### src/rtl/filter_bank_pkg.sv
// rtl/filter_bank_pkg.sv - register offsets, encodings, FSM states and helpers for filter_bank_mc
package filter_bank_pkg;

  localparam logic [7:0] CTRL_OFF   = 8'd0;
  localparam logic [7:0] STATUS_OFF = 8'd1;
  localparam logic [7:0] COEF_BASE  = 8'd2;

  // Mode registers follow the two coefficient bytes of every stage.
  function automatic logic [7:0] mode_base(input int filters);
    return 8'(int'(COEF_BASE) + 2 * filters);
  endfunction

  typedef enum logic [1:0] {
    MODE_BYP = 2'd0,
    MODE_LP  = 2'd1,
    MODE_HP  = 2'd2,
    MODE_RSV = 2'd3
  } mode_e;

  typedef enum logic [2:0] {
    S_IDLE,
    S_LOAD,
    S_MUL,
    S_ACC,
    S_DONE
  } fsm_e;

  function automatic logic signed [31:0] saturate(input logic signed [31:0] v, input int bits);
    logic signed [31:0] hi;
    logic signed [31:0] lo;
    hi = (32'sd1 <<< (bits - 1)) - 32'sd1;
    lo = -(32'sd1 <<< (bits - 1));
    if (v > hi) return hi;
    if (v < lo) return lo;
    return v;
  endfunction

endpackage

### src/rtl/filter_stage_mac.sv
// rtl/filter_stage_mac.sv - one-pole stage datapath: diff, multiply, accumulate, round, saturate
module filter_stage_mac
  import filter_bank_pkg::*;
#(
  parameter int B      = 8,
  parameter int COEF_W = 16,
  parameter int GUARD  = 8
) (
  input  logic                      clk,
  input  logic                      rstn,
  input  logic                      mul_en,
  input  logic [1:0]                mode,
  input  logic signed [B-1:0]       x,
  input  logic signed [B+GUARD-1:0] y,
  input  logic [COEF_W-1:0]         k,
  output logic signed [B+GUARD-1:0] y_next,
  output logic signed [B-1:0]       out
);

  localparam int SW = B + GUARD;
  localparam int DW = SW + 1;
  localparam int PW = DW + COEF_W + 1;

  logic signed [SW-1:0] xs;
  logic signed [SW-1:0] y_new;
  logic signed [SW-1:0] step;
  logic signed [DW-1:0] diff;
  logic signed [PW-1:0] diff_x;
  logic signed [PW-1:0] k_x;
  logic signed [PW-1:0] prod_q;
  logic signed [31:0]   lp_s;
  logic signed [31:0]   hp_s;
  logic                 filt;

  assign xs     = {x, {GUARD{1'b0}}};
  assign diff   = {xs[SW-1], xs} - {y[SW-1], y};
  assign diff_x = PW'(diff);
  assign k_x    = PW'({1'b0, k});

  always_ff @(posedge clk) begin
    if (!rstn) prod_q <= '0;
    else if (mul_en) prod_q <= diff_x * k_x;
  end

  // y moves toward x by a fraction of the gap, so the sum never leaves SW bits.
  assign step  = SW'(prod_q >>> COEF_W);
  assign y_new = y + step;

  assign lp_s = saturate((32'(y_new) + (32'sd1 <<< (GUARD - 1))) >>> GUARD, B);
  assign hp_s = saturate((32'(xs) - 32'(y_new) + (32'sd1 <<< (GUARD - 1))) >>> GUARD, B);

  assign filt   = (mode == MODE_LP) || (mode == MODE_HP);
  assign y_next = filt ? y_new : y;

  always_comb begin
    out = x;
    if (mode == MODE_LP) out = B'(lp_s);
    else if (mode == MODE_HP) out = B'(hp_s);
  end

endmodule

### src/rtl/filter_bank_mc.sv
// rtl/filter_bank_mc.sv - multi-channel cascaded one-pole filter bank sharing one multiplier
module filter_bank_mc
  import filter_bank_pkg::*;
#(
  parameter int          AUDIO_BDEPTH = 8,
  parameter int          CHANNELS     = 2,
  parameter int          FILTER_COUNT = 4,
  parameter int          COEF_W       = 16,
  parameter int          GUARD        = 8,
  parameter logic [15:0] BASE_ADDRESS = 16'h0000
) (
  input  logic                             clk_i,
  input  logic                             rst_i,
  input  logic [15:0]                      adr_i,
  input  logic [7:0]                       dat_i,
  output logic [7:0]                       dat_o,
  input  logic                             we_i,
  input  logic                             sel_i,
  input  logic                             stb_i,
  input  logic                             cyc_i,
  output logic                             ack_o,
  input  logic [2:0]                       cti_i,
  input  logic [CHANNELS*AUDIO_BDEPTH-1:0] audio_in,
  input  logic                             valid_in,
  output logic [CHANNELS*AUDIO_BDEPTH-1:0] audio_out,
  output logic                             valid_out
);

  localparam int B  = AUDIO_BDEPTH;
  localparam int SW = B + GUARD;
  localparam int CW = (CHANNELS > 1) ? $clog2(CHANNELS) : 1;
  localparam int FW = (FILTER_COUNT > 1) ? $clog2(FILTER_COUNT) : 1;
  localparam int NS = CHANNELS * FILTER_COUNT;
  localparam int IW = (NS > 1) ? $clog2(NS) : 1;
  localparam logic [7:0] MODE_OFF = mode_base(FILTER_COUNT);

  logic [15:0] offs;
  logic [7:0]  off8;
  logic        access, take, wr, clear_wr, sts_clr;
  logic [7:0]  rd_data;
  logic        unused_cti;

  logic        ctrl_en;
  logic [15:0] coef [FILTER_COUNT];
  logic [1:0]  mode [FILTER_COUNT];
  logic [15:0] coef_act [FILTER_COUNT];
  logic [1:0]  mode_act [FILTER_COUNT];
  logic        en_act;

  fsm_e                 fsm;
  logic [CW-1:0]        ch;
  logic [FW-1:0]        stg;
  logic [IW-1:0]        cur_idx;
  logic signed [B-1:0]  samp [CHANNELS];
  logic signed [B-1:0]  res  [CHANNELS];
  logic signed [SW-1:0] st_mem [NS];
  logic signed [B-1:0]  x_cur;
  logic signed [SW-1:0] y_cur;
  logic signed [SW-1:0] y_next;
  logic signed [B-1:0]  stage_out;
  logic [1:0]           mac_mode;
  logic                 overrun, clear_pend;

  assign unused_cti = ^cti_i;
  assign offs     = adr_i - BASE_ADDRESS;
  assign off8     = offs[7:0];
  assign access   = cyc_i & stb_i & (offs[15:8] == 8'h00);
  assign take     = access & ~ack_o;
  assign wr       = take & we_i & sel_i;
  assign clear_wr = wr & (off8 == CTRL_OFF) & dat_i[1];
  assign sts_clr  = wr & (off8 == STATUS_OFF) & dat_i[1];
  assign cur_idx  = IW'(int'(ch) * FILTER_COUNT + int'(stg));
  assign mac_mode = en_act ? mode_act[stg] : MODE_BYP;

  always_comb begin
    rd_data = 8'h00;
    if (off8 == CTRL_OFF) rd_data = {7'b0, ctrl_en};
    else if (off8 == STATUS_OFF) rd_data = {6'b0, overrun, fsm != S_IDLE};
    for (int i = 0; i < FILTER_COUNT; i++) begin
      if (off8 == 8'(int'(COEF_BASE) + 2 * i)) rd_data = coef[i][7:0];
      if (off8 == 8'(int'(COEF_BASE) + 2 * i + 1)) rd_data = coef[i][15:8];
      if (off8 == MODE_OFF + 8'(i)) rd_data = {6'b0, mode[i]};
    end
  end

  always_ff @(posedge clk_i) begin
    if (!rst_i) begin
      ack_o   <= 1'b0;
      dat_o   <= 8'h00;
      ctrl_en <= 1'b0;
      for (int i = 0; i < FILTER_COUNT; i++) begin
        coef[i] <= '0;
        mode[i] <= '0;
      end
    end else begin
      ack_o <= take;
      dat_o <= take ? rd_data : 8'h00;
      if (wr) begin
        if (off8 == CTRL_OFF) ctrl_en <= dat_i[0];
        for (int i = 0; i < FILTER_COUNT; i++) begin
          if (off8 == 8'(int'(COEF_BASE) + 2 * i)) coef[i][7:0] <= dat_i;
          if (off8 == 8'(int'(COEF_BASE) + 2 * i + 1)) coef[i][15:8] <= dat_i;
          if (off8 == MODE_OFF + 8'(i)) mode[i] <= dat_i[1:0];
        end
      end
    end
  end

  // Config is snapshotted when a sample is accepted so bus writes only affect later samples.
  always_ff @(posedge clk_i) begin
    valid_out <= 1'b0;
    if (!rst_i) begin
      fsm        <= S_IDLE;
      ch         <= '0;
      stg        <= '0;
      x_cur      <= '0;
      y_cur      <= '0;
      en_act     <= 1'b0;
      overrun    <= 1'b0;
      clear_pend <= 1'b0;
      audio_out  <= '0;
      for (int i = 0; i < CHANNELS; i++) begin
        samp[i] <= '0;
        res[i]  <= '0;
      end
      for (int i = 0; i < FILTER_COUNT; i++) begin
        coef_act[i] <= '0;
        mode_act[i] <= '0;
      end
      for (int i = 0; i < NS; i++) st_mem[i] <= '0;
    end else begin
      if (sts_clr) overrun <= 1'b0;
      if (valid_in && fsm != S_IDLE) overrun <= 1'b1;
      if (clear_wr && fsm != S_IDLE) clear_pend <= 1'b1;
      case (fsm)
        S_IDLE: begin
          if (clear_wr || clear_pend) begin
            for (int i = 0; i < NS; i++) st_mem[i] <= '0;
            clear_pend <= 1'b0;
          end
          if (valid_in) begin
            for (int i = 0; i < CHANNELS; i++) samp[i] <= audio_in[i*B +: B];
            for (int i = 0; i < FILTER_COUNT; i++) begin
              coef_act[i] <= coef[i];
              mode_act[i] <= mode[i];
            end
            en_act <= ctrl_en;
            fsm    <= S_LOAD;
          end
        end
        S_LOAD: begin
          ch    <= '0;
          stg   <= '0;
          x_cur <= samp[0];
          y_cur <= st_mem[0];
          fsm   <= S_MUL;
        end
        S_MUL: fsm <= S_ACC;
        S_ACC: begin
          st_mem[cur_idx] <= y_next;
          // Channel-major state layout: the next stage and the next channel's first stage are both cur_idx+1.
          if (stg == FW'(FILTER_COUNT - 1)) begin
            res[ch] <= stage_out;
            if (ch == CW'(CHANNELS - 1)) begin
              fsm <= S_DONE;
            end else begin
              ch    <= ch + CW'(1);
              stg   <= '0;
              x_cur <= samp[ch + CW'(1)];
              y_cur <= st_mem[cur_idx + IW'(1)];
              fsm   <= S_MUL;
            end
          end else begin
            stg   <= stg + FW'(1);
            x_cur <= stage_out;
            y_cur <= st_mem[cur_idx + IW'(1)];
            fsm   <= S_MUL;
          end
        end
        S_DONE: begin
          for (int i = 0; i < CHANNELS; i++) audio_out[i*B +: B] <= res[i];
          valid_out <= 1'b1;
          fsm       <= S_IDLE;
        end
        default: fsm <= S_IDLE;
      endcase
    end
  end

  filter_stage_mac #(
    .B      (B),
    .COEF_W (COEF_W),
    .GUARD  (GUARD)
  ) u_mac (
    .clk    (clk_i),
    .rstn   (rst_i),
    .mul_en (fsm == S_MUL),
    .mode   (mac_mode),
    .x      (x_cur),
    .y      (y_cur),
    .k      (COEF_W'(coef_act[stg])),
    .y_next (y_next),
    .out    (stage_out)
  );

endmodule
### config.mk
export PLATFORM = sky130hd
export DESIGN_NAME = filter_bank_mc
export DESIGN_NICKNAME = d
export VERILOG_FILES = /design/src/rtl/filter_bank_pkg.sv /design/src/rtl/filter_stage_mac.sv /design/src/rtl/filter_bank_mc.sv
export SDC_FILE = /design/constraint.sdc
export NUM_CORES = 1
export LEC_CHECK = 0
export ABC_AREA = 1
export CORE_AREA = 2 2 360 362
export CTS_CLUSTER_SIZE = 20
export DETAILED_ROUTE_END_ITERATION = 7
export DIE_AREA = 0 0 362 364
export GPL_TIMING_DRIVEN = 1
export PLACE_DENSITY = 0.35
export SLEW_MARGIN = 10
export SYNTH_ARGS = -nofsm -noshare
export SYNTH_HDL_FRONTEND = slang
export SYNTH_HIERARCHICAL = 1
export SYNTH_SLANG_ARGS = --single-unit
### constraint.sdc
create_clock -name clk_i -period 19 [get_ports clk_i]
set_clock_uncertainty 0.05 [all_clocks]
set_input_delay 1.9 -clock clk_i [delete_from_list [all_inputs] [get_ports clk_i]]
set_output_delay 1.9 -clock clk_i [all_outputs]
set_load 0.1 [all_outputs]
* Word-level counts from Yosys, hierarchy flattened *
Memory sizes are Yosys's and may differ from the RTL's. A register that Yosys moved wholly into a read port is not among the register bits.
Index checks and enable logic that the tools add are counted.
Widths: inputs -> output; s select.

word-level totals
  register bits after elaboration = 76
  latch bits = 0
  RAM bits = 304
  ROM bits = 0
  memories = 7

cells by class
  $add $sub $neg = 9
  $mul = 1
  divide/modulo/power cells = 0
  order comparisons = 4
  equality and inequality tests = 23
  shift-type cells = 0
  multiplexer cells = 158
  bitwise gates (word level) = 42
  reductions and logical operators = 20

memory list
  name         depth  bits a word  rd ports  clocked after memory_dff  wr ports  line                  text
  st_mem       8      16           2         0                         8         filter_bank_mc.sv:56  logic signed [SW-1:0] st_mem [NS];
  coef         4      16           4         0                         4         filter_bank_mc.sv:44  logic [15:0] coef [FILTER_COUNT];
  coef_act     4      16           1         1                         4         filter_bank_mc.sv:46  logic [15:0] coef_act [FILTER_COUNT];
  res          2      8            2         2                         2         filter_bank_mc.sv:55  logic signed [B-1:0] res [CHANNELS];
  samp         2      8            2         0                         2         filter_bank_mc.sv:54  logic signed [B-1:0] samp [CHANNELS];
  mode         4      2            4         0                         4         filter_bank_mc.sv:45  logic [1:0] mode [FILTER_COUNT];
  +1 memories  -      -            -         -                         -         -

operators by type and width
  operator               number
  $mux 8                 35
  $mux 16                16
  $mux 1                 81
  $eq 8x4->1 const B     6
  $mux 2                 17
  $sub 16x16->17         2
  $eq 8x3->1 const B     4
  $mul 17x17->32         1
  $pmux 16 s2            1
  $or 1x1->1             30
  $gt 24x8->1 const B    1
  $lt 24x8->1 const B    1
  $add 17x9->18 const B  1
  $add 16x9->17 const B  1
  $add 16x16->16         1
  $eq 8x2->1 const B     2
  $logic_not 8->1        2
  $pmux 8 s2             1
  $reduce_or 16->1       1
  $mux 3                 4
  $pmux 3 s4             1
  $reduce_and 2->1       5
  $and 1x1->1            9
  $gt 9x8->1 const B     1
  other kinds (24)       33

* Longest topological paths before layout *
  word-level depth = 15
  gate-level depth with buffers = 39

* Hierarchy *
Netlist, hierarchy kept.

by module, submodules not included
  module            instances  cells an instance  area each (um2)  sequential area each (um2)
  filter_bank_mc    1          1545               15793.9          10369.9
  filter_stage_mac  1          1863               13417.9          320.3

* Worst setup path before layout *
Ideal clock, no wire load.

  path kind = input-to-reg
  from = input port valid_in
  to = memory coef_act[0][0] (enable)
  arrival time = 8.169 ns
  slack = 10.123 ns
  stages = 2
  cell sequence = inv_1 -> o21ai_0

RTL lines
  what                line                  text
  start: declaration  filter_bank_mc.sv:24  input logic valid_in,
  end: declaration    filter_bank_mc.sv:46

==> impl_metrics.py <==
metrics = {
    "cts": {
        "hold_buffers": 0,
        "cts_tree": "yes",
        "cts_buffers": 45,
        "post_cts_resized": 0,
        "cts_setup_buffers": 0,
        "h-tree-depth": 2,
        "tritoncts_num_sinks": 382,
        "clock-root-buffer": "clkbuf_16",
        "clk_latency_ns": 0.61,
        "path_clk_slew_ns": 0.06,
        "cts.path.max_buffers": 3,
    },
    "timing": {
        "fin_crit_ns": 8.94,
        "fmax_mhz": 112,
        "grt_setup_unrepaired": "no",
        "fin_tns_setup_ns": 0,
        "slew_viol_final": 0,
        "setup_violations": 0,
        "slew_headroom": 0.105,
        "whs_ns": 0.436,
        "hold_violations": 0,
        "fin_crit_sh": 0.471,
        "worst_slew_pin_slew_ns": 1.34,
    },
    "route": {
        "wl_per_cell_um": 18.0,
        "vias": 22112,
        "dr.first_iter.drc_count": 1114,
        "met2_length_um": 43700,
        "dr.pass1.iters": 5,
        "highest_layer": "met4",
        "via_per_inst": 4.28,
        "met3_wirelength_um": 2700,
        "antenna_left": 0,
        "drt_wl_total_um": 93200,
        "drc": 0,
        "met1_length_um": 45000,
    },
    "setup_path": {
        "crit_path_end_kind": "flop",
        "crit_arrival_ns": 9.44,
        "slowest_delay_ns": 1.01,
        "path_max_fanout": 37,
        "rr_worst_depth": 28,
        "crit_required_ns": 19.49,
        "r2r_setup_slack_ns": 10.06,
        "critPathLaunchType": "flop",
        "reg2reg_to": "u_mac/prod_q[28]$_SDFFE_PN0P_",
        "cp_slowest_cell": "o22ai_1",
        "path_class": "flop to flop",
        "crit_top_cell": "inv_1",
    },
    "final_layout": {
        "diodes": 0,
        "drive_gt1_frac": 0.0562,
        "final_core_util": 0.260,
        "layout.nets": 3884,
        "layout-area-overhead-vs-synth_pct": 14.1,
        "fin_area_um2": 33300,
    },
    "synth": {
        "synth_area_leaders": "edfxtp_1 31%, fa_1 18%, nor2_1 8.9%",
        "synthCells": 3408,
        "synth_edf_count": 304,
        "synth_top_area_share": 0.313,
        "synth_top_area_cell": "edfxtp_1",
        "async_flop_share": 0,
        "syn_area_per_cell_um2": 8.57,
        "yosys_warnings": 6,
        "synth_flop_cell": "edfxtp_1",
        "seq_area_frac_synth": 0.366,
        "synth.most_common_cell": "nor2_1",
        "yosysUniqueCellTypes": 62,
        "synth_commonest_cells": "690 x nor2_1, 634 x inv_1, 485 x nand2_1",
        "synth_nets": 3840,
        "synthesis.area_um2": 29200,
        "synth_seq_cells": 382,
    },
    "worst_hold_path": {
        "holdPathStages": 2,
        "whs_endpoint": "audio_out[0]$_SDFFE_PN0P_",
        "hold_path.class": "flop to flop",
        "hp-start": "audio_out[0]$_SDFFE_PN0P_",
    },
    "die": {
        "dieArea_um2": 132000,
        "die_y_um": 364,
        "die_width_um": 362,
        "fp-row-count": 132,
        "initial_core_util": 0.228,
        "core_area_um2": 128000,
        "io-pin-count": 76,
    },
    "place": {
        "numPortBuffers": 72,
        "place_congestion": 0.790,
        "place_area_um2": 31900,
        "dp_hpwl_um": 71800,
    },
    "flow_run": {
        "cap_violations": 0,
    },
    "global_routing": {
        "grt_pass1_wl_um": 143000,
        "antenna_found_initial": 2,
        "grt_use_total": 0.142,
        "grt_overflow": 0,
        "grt_max_degree": 81,
        "grt_pass1_vias": 22756,
    },
    "run_status": {
        "outcome": "finished clean",
    },
}
-- logic make-up (layout without fill, tap and decap cells) --
kind of cell               Yosys count  after routing  share of synthesized area
buffers and inverters              771            851                      0.101
and+or+nand+nor                   1365           1365                      0.192
DFF                                382            382                      0.366
xor gates and xnor gates            48             48                     0.0161
AOI/OAI and AO/OA                  441            441                     0.0878
adders and majority gates          382            382                      0.230
muxes                               19             19                    0.00651
-- worst max-delay path: cells and delay by family (launching register included) --
| kind | cells | cell delay [ns] |
|---|---|---|
| and+or+nand+nor | 4 | 0.99 |
| buffers and inverters | 11 | 2.07 |
| adders and majority gates | 7 | 3.50 |
| DFF | 1 | 0.30 |
| AOI/OAI and AO/OA | 6 | 1.95 |
-- registers in the layout (all words and copies together), names as in the netlist, 2 cells and up, named ones only --
signal / cells
x_cur: 8
mode_act: 8
mode: 8
samp: 16
res: 16
fsm: 3
st_mem: 128
coef_act: 64
audio_out: 16
y_cur: 16
stg: 2
dat_o: 8
u_mac/prod_q: 16
coef: 64
-- cell usage in the layout, fill, tap and decap left out, types with 5 or more instances in the layout --
cell type,count
a221oi_1,6
nand2_1,485
dfxtp_1,77
xnor2_1,19
nand3_2,5
inv_1,634
a21oi_1,108
buf_4,36
xor2_1,22
ha_1,121
or2_2,11
nand2_2,23
fa_1,260
a21o_1,6
o22ai_1,21
o32ai_1,11
o21a_1,6
o221ai_1,27
clkbuf_16,46
edfxtp_1,304
nor3_1,17
o2111ai_1,7
clkdlybuf4s50_1,71
nand3_1,73
o211ai_1,25
clkinv_1,18
inv_2,11
nor4_1,5
nor2_1,689
o21ai_0,204
nor2_2,9
nand3b_1,6
nand4_1,19
clkbuf_1,12
mux2i_1,19
clkinv_2,11
-- per-stage QoR --
stage	cells	setup slack (ns)
after floorplan	3408	10.12
after global placement	5080	10.13
after detailed placement	5080	10.15
after CTS	5163	10.10
after global routing	5163	9.51
final	5163	10.06
-- area by class of cell --
cell class	count	area, um2
multi-input combinational	2255	15600
clock inverter	22	224
inverter	660	2480
fill	13954	95000
clock buffer	61	1240
tap	1675	2100
timing repair buffer	108	986
sequential	382	10700
-- how the worst max path moves through the flow --
stage / start / to / cells after the start / slack (ns)
final: flop / u_mac/prod_q[28]$_SDFFE_PN0P_ / 28 / 10.06
after detailed placement: flop / u_mac/prod_q[28]$_SDFFE_PN0P_ / 28 / 10.15
after floorplan: valid_in / coef_act[0][0]$_SDFFCE_PN0P_ / 2 / 10.12
after CTS: flop / u_mac/prod_q[28]$_SDFFE_PN0P_ / 28 / 10.10
after global routing: flop / u_mac/prod_q[28]$_SDFFE_PN0P_ / 26 / 9.51
after global placement: flop / u_mac/prod_q[28]$_SDFFE_PN0P_ / 28 / 10.13
-- per-layer routing --
metal / vias to the layer above / global-route usage
met3: 83 / 0.0133
met4: 0 / 0.0323
li1: 10854 / -
met2: 339 / 0.236
met5: - / 0
met1: 10836 / 0.199
Power is left out: the tool's default activity adds up to more than one toggle a clock period on the data nets, which glitch-free logic cannot reach.
